File: src/rtl/axi4stream_slv_sink.sv
`default_nettype none
// ============================================================================
// Module  : axi4stream_slv_sink
// Brief   : AXI4-Stream slave endpoint with FWFT FIFO, LFSR backpressure,
//           beat counter and running checksum.
// Revision: 1.0 - initial release
// ============================================================================
module axi4stream_slv_sink #(
  parameter int DATA_WIDTH = 8,
  parameter int DEPTH      = 16,
  parameter int CNT_WIDTH  = 32
) (
  input  logic                     aclk,
  input  logic                     aresetn,
  input  logic                     s_axis_tvalid,
  output logic                     s_axis_tready,
  input  logic [DATA_WIDTH-1:0]    s_axis_tdata,
  input  logic                     rd_en,
  output logic                     rd_valid,
  output logic [DATA_WIDTH-1:0]    rd_data,
  output logic [$clog2(DEPTH):0]   level,
  input  logic                     thr_en,
  input  logic [7:0]               thr_level,
  input  logic                     clr,
  output logic [CNT_WIDTH-1:0]     beat_cnt,
  output logic [DATA_WIDTH-1:0]    chksum
);

  localparam int AW = $clog2(DEPTH);
  localparam logic [AW:0] LVL_MAX = DEPTH[AW:0];

  logic [AW:0]           wptr_q, wptr_d, rptr_q, rptr_d;
  logic [DATA_WIDTH-1:0] mem_q [DEPTH];
  logic [DATA_WIDTH-1:0] last_q;
  logic [7:0]            lfsr_q, lfsr_d;
  logic                  rdy_en_q;
  logic [CNT_WIDTH-1:0]  beat_cnt_q, beat_cnt_d;
  logic [DATA_WIDTH-1:0] chksum_q, chksum_d;

  logic full, empty, throttle, push, pop, lfsr_fb;

  assign empty    = (wptr_q == rptr_q);
  assign full     = (wptr_q[AW] != rptr_q[AW]) && (wptr_q[AW-1:0] == rptr_q[AW-1:0]);
  assign throttle = thr_en && (lfsr_q < thr_level);
  // rdy_en_q keeps tready low while reset is held, independent of throttle state
  assign s_axis_tready = rdy_en_q && !full && !throttle && !clr;
  assign push     = s_axis_tvalid && s_axis_tready;
  assign rd_valid = !empty;
  assign pop      = rd_en && rd_valid;
  assign level    = wptr_q - rptr_q;
  assign rd_data  = rd_valid ? mem_q[rptr_q[AW-1:0]] : last_q;
  assign beat_cnt = beat_cnt_q;
  assign chksum   = chksum_q;
  assign lfsr_fb  = lfsr_q[7] ^ lfsr_q[5] ^ lfsr_q[4] ^ lfsr_q[3];

  always_comb begin
    wptr_d     = wptr_q;
    rptr_d     = rptr_q;
    beat_cnt_d = beat_cnt_q;
    chksum_d   = chksum_q;
    lfsr_d     = thr_en ? {lfsr_q[6:0], lfsr_fb} : lfsr_q;
    if (clr) begin
      wptr_d     = '0;
      rptr_d     = '0;
      beat_cnt_d = '0;
      chksum_d   = '0;
    end else begin
      if (push) begin
        wptr_d     = wptr_q + 1'b1;
        beat_cnt_d = beat_cnt_q + 1'b1;
        chksum_d   = chksum_q + s_axis_tdata;
      end
      if (pop) begin
        rptr_d = rptr_q + 1'b1;
      end
    end
  end

  always_ff @(posedge aclk or negedge aresetn) begin
    if (!aresetn) begin
      wptr_q     <= '0;
      rptr_q     <= '0;
      lfsr_q     <= 8'h01;
      rdy_en_q   <= 1'b0;
      beat_cnt_q <= '0;
      chksum_q   <= '0;
      last_q     <= '0;
    end else begin
      wptr_q     <= wptr_d;
      rptr_q     <= rptr_d;
      lfsr_q     <= lfsr_d;
      rdy_en_q   <= 1'b1;
      beat_cnt_q <= beat_cnt_d;
      chksum_q   <= chksum_d;
      if (rd_valid) begin
        last_q <= mem_q[rptr_q[AW-1:0]];
      end
    end
  end

  always_ff @(posedge aclk) begin
    if (push) begin
      mem_q[wptr_q[AW-1:0]] <= s_axis_tdata;
    end
  end

`ifndef SYNTHESIS
  logic                  chk_vld_q, chk_rdy_q;
  logic [DATA_WIDTH-1:0] chk_data_q;

  always_ff @(posedge aclk or negedge aresetn) begin
    if (!aresetn) begin
      chk_vld_q  <= 1'b0;
      chk_rdy_q  <= 1'b0;
      chk_data_q <= '0;
    end else begin
      chk_vld_q  <= s_axis_tvalid;
      chk_rdy_q  <= s_axis_tready;
      chk_data_q <= s_axis_tdata;
    end
  end

  always_ff @(posedge aclk) begin
    if (aresetn) begin
      if (chk_vld_q && !chk_rdy_q) begin
        assert (s_axis_tvalid) else $error("tvalid dropped before acceptance");
        assert (s_axis_tdata == chk_data_q) else $error("tdata changed while stalled");
      end
      assert (level <= LVL_MAX) else $error("level exceeds DEPTH");
    end
  end
`endif

endmodule
`default_nettype wire

File: config.mk
export PLATFORM = sky130hd
export DESIGN_NAME = axi4stream_slv_sink
export DESIGN_NICKNAME = d
export VERILOG_FILES = /design/src/rtl/axi4stream_slv_sink.sv
export SDC_FILE = /design/constraint.sdc
export NUM_CORES = 1
export LEC_CHECK = 0
export CORE_MARGIN = 4
export CORE_UTILIZATION = 40
export DETAILED_ROUTE_END_ITERATION = 10
export PLACE_DENSITY = 0.59
export SETUP_SLACK_MARGIN = 0.1
export SLEW_MARGIN = 0
export SYNTH_ARGS = -nofsm -noshare
export SYNTH_HDL_FRONTEND = slang
export SYNTH_SLANG_ARGS = --single-unit
File: constraint.sdc
create_clock -name aclk -period 4.3 [get_ports aclk]
set_input_delay 1.29 -clock aclk [delete_from_list [all_inputs] [get_ports aclk]]
set_output_delay 1.29 -clock aclk [all_outputs]
set_load 0.01 [all_outputs]
* Word level (Yosys, flattened, before mapping)
Memory sizes are Yosys's and may differ from the RTL's.
Cells that the tools add are included.
Widths: inputs -> output; s select.
** Cells by class
- Add/sub/neg operators :: 5
- Order comparisons :: 1
- Equal/unequal tests :: 3
- Muxes and demuxes :: 11
- Bitwise gates (word level) :: 3
- Reduce and logical (&&, ||, !) cells :: 13
** Operator list (count)
- $mux 32 :: 2
- $add 32x1->32 const B :: 1
- $mux 8 :: 3
- $mux 5 :: 4
- $add 5x1->5 const B :: 2
- $add 8x8->8 :: 1
- $lt 8x8->1 :: 1
- $logic_and 1x1->1 :: 7
- $eq 5x5->1 :: 1
- $sub 5x5->5 :: 1
- $eq 4x4->1 :: 1
- $logic_not 1->1 :: 4
- $reduce_bool 2->1 :: 2
- $xor 1x1->1 :: 3
- $mux 1 :: 2
- $ne 1x1->1 :: 1
** Storage, ports and cells
- Register bits :: 67
- Bits in writable memories :: 128
- Bits of input ports :: 22
- Output and inout bits :: 55
- Logic and storage cells :: 44
- Memories kept :: 1
** Memory list
- mem_q :: depth 16, bits a word 8, rd ports 1, clocked after memory_dff 0, wr ports 1, line 33 : logic [DATA_WIDTH-1:0] mem_q [DEPTH];

* Longest topological paths before layout
- Depth in word-level cells :: 9
- Gate-level depth with buffers :: 11
- Depth with buffers taken out :: 8

* Least setup slack after synthesis
No wires, ideal clock.
- Path kind :: input port to flip-flop
- Start point :: in thr_level[7]
- End point :: mem mem_q[3][0], enable pin
- Library setup time :: 395 ps
- Arrival time :: 3377 ps
- Data required time :: 3905 ps
- Path slack :: 529 ps
- Stages on the path :: 8
- Cells stage by stage :: inv_1 > ha_1 > and3_1 > nand2_1 > o31ai_1 > nand3_2 > clkbuf_1 > nor4_1
** Between the ends
- Cells in the longest elaborated chain, start to end :: 8
** Ends and longest elaborated chain
- start, declared :: line 23 : input logic [7:0] thr_level,
- $lt 8x8->1 :: line 44 : assign throttle = thr_en && (lfsr_q < thr_level);
- $logic_and 1x1->1 :: line 44
- $logic_not 1->1 :: line 46 : assign s_axis_tready = rdy_en_q && !full && !throttle && !clr;
- $logic_and 1x1->1 (2 in a row) :: line 46
- $logic_and 1x1->1 :: line 47 : assign push = s_axis_tvalid && s_axis_tready;
- $mux 1 :: line 102 : if (push) begin
- $mux 1 (not written as such) :: line 103 : mem_q[wptr_q[AW-1:0]] <= s_axis_tdata;
- end, declared :: line 33
No other way between the ends.

* Worst setup path in the final report
- Start point :: reg rptr_q[0]
- End point :: out rd_data[2]
** Between the ends
- Cells in the longest elaborated chain, start to end :: 2
** Ends and longest elaborated chain
- start, declared :: line 32 : logic [AW:0] wptr_q, wptr_d, rptr_q, rptr_d;
- start signal, assigned :: line 90 : rptr_q <= rptr_d;
- $mem_v2 16x8 or $eq 5x5->1 (tied branches)
- $mux 8 (*)
- end, declared :: line 20 : output logic [DATA_WIDTH-1:0] rd_data,
Mark *: on every way between the ends. The rest lies on a longest branch, timed or not.

==> metrics.txt <==
critical path type register to primary output; core area 21800 µm²; clk_lat worst skew 0.44 ns; H-tree depth 4; CTS clk-pin slew, worst paths 0.07 ns; register area share after synthesis 0.627; 1st-pass router iterations 4; final WL 19100 µm; CTS tree yes; first-pass GRT wire length 30900 µm; Max-cap violations 0; Final Max Tran Viols 0; Wirelength per Cell 18.7 µm; vias in the first global route 5616; CP max-delay cell mux4_2; # clock sinks 195; antenna diode instance count 0; pin count of the biggest net entering global routing 68; CP bufs+invs 2; min cycle time layout 4.17 ns; synth-to-layout area growth 24.3%; Die X 156 µm; Lkg Pwr 3.94 nW; Worst Hold Class register to register; commonest non-fill, non-tap cells in the layout edfxtp_1 (128), clkdlybuf4s50_1 (70), dfrtp_1 (64), mux4_2 (40), nand2_1 (39); final antenna-violating net count 0; EDFF count, synth 128; initial antenna violation count 0; number of buffers added on ports 76; FMAX 0.240 GHz; gr usage total 0.163; CP Cell Sequence buf_12 -> mux4_2 -> mux4_2 -> mux2_2 -> clkdlybuf4s50_1; clock tree buffer depth 2; endpoints failing setup 0; crit-path max FO 18; final hold violations 0; Post-synth top flop edfxtp_1; Post-Syn Instances 612; root buf cell clkbuf_16; Final Power 0.00481 W; #FFs+latches synth 195; Yosys warning count 0; remaining global-route overflow 0; crit path DAT 2.88 ns; Clock Skews 0.0225 ns; die height 156 µm; cts bufs inserted 17; Top cell by count, worst path mux4_2; unrepaired setup endpoints after global routing yes; Residual DRC 0; Startpoint Class register; setup TNS 0 ns; slew margin rel. 0.369; crit-path leading delay family multiplexers; Worst VDD drop 0.000248 V; die area 24500 µm²; Nets 773; Detail Placement HPWL 13000 µm; DR vias/cell 5.39; Initial Utilization 0.405; crit-path max cell delay 0.56 ns; Netlist cell types 52; Power Density 439 nW/µm²; layout cell share with drive strength beyond 1 0.218; Synth Cell Area 8810 µm²; CP required 3.01 ns; DRT iter0 DRCs 288; filler cell count 1829; Period Utilization, post-route 0.969; outcome finished, final reports clean; Syn Nets 660; Ports 77; row count 54; vias after detailed routing 5483; syn_area_per_cell 14.4 µm²; global placement routability congestion 0.832; worst slew pin tran 0.947 ns; commonest non-fill, non-tap cell in the layout edfxtp_1; Synth async-reset ratio 0.344; CP Capture Type primary output
[cell families (layout without fill, tap and decap cells)]
family / Yosys count / count (layout) / share of synthesized area
AOI/OAI and AO/OA: 88 / 88 / 0.0598
xor gates and xnor gates: 20 / 20 / 0.0199
adders and majority gates: 26 / 26 / 0.0386
buffers and inverters: 61 / 187 / 0.0271
DFF: 195 / 195 / 0.627
muxes: 65 / 65 / 0.133
other: 1 / 1 / 0.000426
and+or+nand+nor: 156 / 156 / 0.0940
[synth_stat cells, types with 2 or more instances]
cell,count,share of area
clkbuf_1,16,0.0068
o21ai_0,28,0.016
nor4_1,7,0.0050
fa_1,2,0.0045
nand2_1,40,0.017
o31ai_1,4,0.0034
nor3_1,8,0.0045
o21bai_1,2,0.0017
nor2b_1,4,0.0028
o211a_1,2,0.0023
buf_2,8,0.0045
a21o_1,6,0.0051
nand3_1,19,0.011
xnor2_1,14,0.014
and3_1,11,0.0078
edfxtp_1,128,0.44
nand4_1,12,0.0085
mux2i_1,7,0.0080
dfrtp_1,66,0.19
o31a_1,2,0.0020
a21oi_1,30,0.017
or3_2,4,0.0034
nor2_1,26,0.011
a31oi_1,4,0.0028
nor3b_1,3,0.0026
mux4_2,40,0.10
inv_1,35,0.015
mux2_2,18,0.023
xor2_1,6,0.0060
nand2b_1,2,0.0014
ha_1,24,0.034
o211ai_1,2,0.0017
and2_1,4,0.0028
or3_1,7,0.0050
nand3_2,2,0.0023
and4_1,3,0.0030
[layer usage]
layer / share of wire / up-vias / global-route usage
met2: 0.49 / 115 / 0.266
met1: 0.46 / 2798 / 0.225
met4: 0.011 / 0 / 0.0446
met5: 0 / - / 0
met3: 0.042 / 17 / 0.0337
li1: - / 2553 / -
[where the power goes]
group	switching (W)	internal [W]	leakage [nW]	total (W)
clock	0.000739	0.000827	0.276	0.00157
combinational	0.000465	0.000592	1.63	0.00106
sequential	0.0000774	0.00211	2.04	0.00218
total	0.00128	0.00352	3.94	0.00481
[sequential cells by signal (all words and copies together), names as in the netlist]
name and count:
mem_q 128, beat_cnt 32, chksum 8, last_q 8
lfsr_q 8, rptr_q 5, wptr_q 5, rdy_en_q 1
[final cells by class]
type	count	area [µm²]	area share
multi-input combinational	356	3130	0.286
clock buffer	18	429	0.0392
tap	280	350	0.0320
inverter	36	138	0.0126
clock inverter	14	166	0.0152
sequential	195	5520	0.504
timing repair buffer	119	1210	0.110
[path summary, 6_finish.rpt]
| check | start | endpoint | slack, ns | depth (start not counted) |
|---|---|---|---|---|
| setup reg to reg | lfsr_q[1] | mem_q[4][3] | 1.54 | 11 |
| max in group asynchronous | aresetn | wptr_q[3] | 2.64 | 1 |
| min in group asynchronous | aresetn | last_q[2] | 1.00 | 1 |
| hold / removal | last_q[7] | last_q[7] | 0.50 | 1 |
| hold reg to reg | last_q[7] | last_q[7] | 0.50 | 1 |
| setup / recovery | rptr_q[0] | rd_data[2] | 0.13 | 5 |
[worst register-to-register path, cell delays in order (launching register included)]
cell and delay, ns:
dfrtp_1 0.41, ha_1 0.33, a2111oi_4 0.07, buf_4 0.14, o31a_1 0.32, buf_4 0.14
buf_4 0.14, nor3_2 0.13, buf_4 0.19, nand2_1 0.13, nor3b_1 0.24, buf_4 0.21
[metrics by stage]
step           hold slack [ns]  worst slack (ns)  utilization  std cells  instance area [µm²]
2_1_floorplan            0.484             0.529            -        612                 8810
3_5_place_dp             0.483            -0.450        0.472        984                10300
3_3_place_gp             0.479            -0.423        0.472        984                10300
4_1_cts                  0.504            0.0968        0.502       1017                10900
5_1_grt                  0.517            0.0277        0.503       1018                11000
6_report                 0.500             0.132        0.503       1018                11000
[repair_timing]
| item | 4_1_cts | 5_1_grt |
|---|---|---|
| resized for setup | 18 | 6 |
| cloned | 0 | 0 |
| pin swaps | 7 | 3 |
| setup buffers | 1 | 1 |
| setup endpoints to repair | 9 | 9 |
| hold buffers | 0 | 0 |
(Power assumes the default switching activity.)
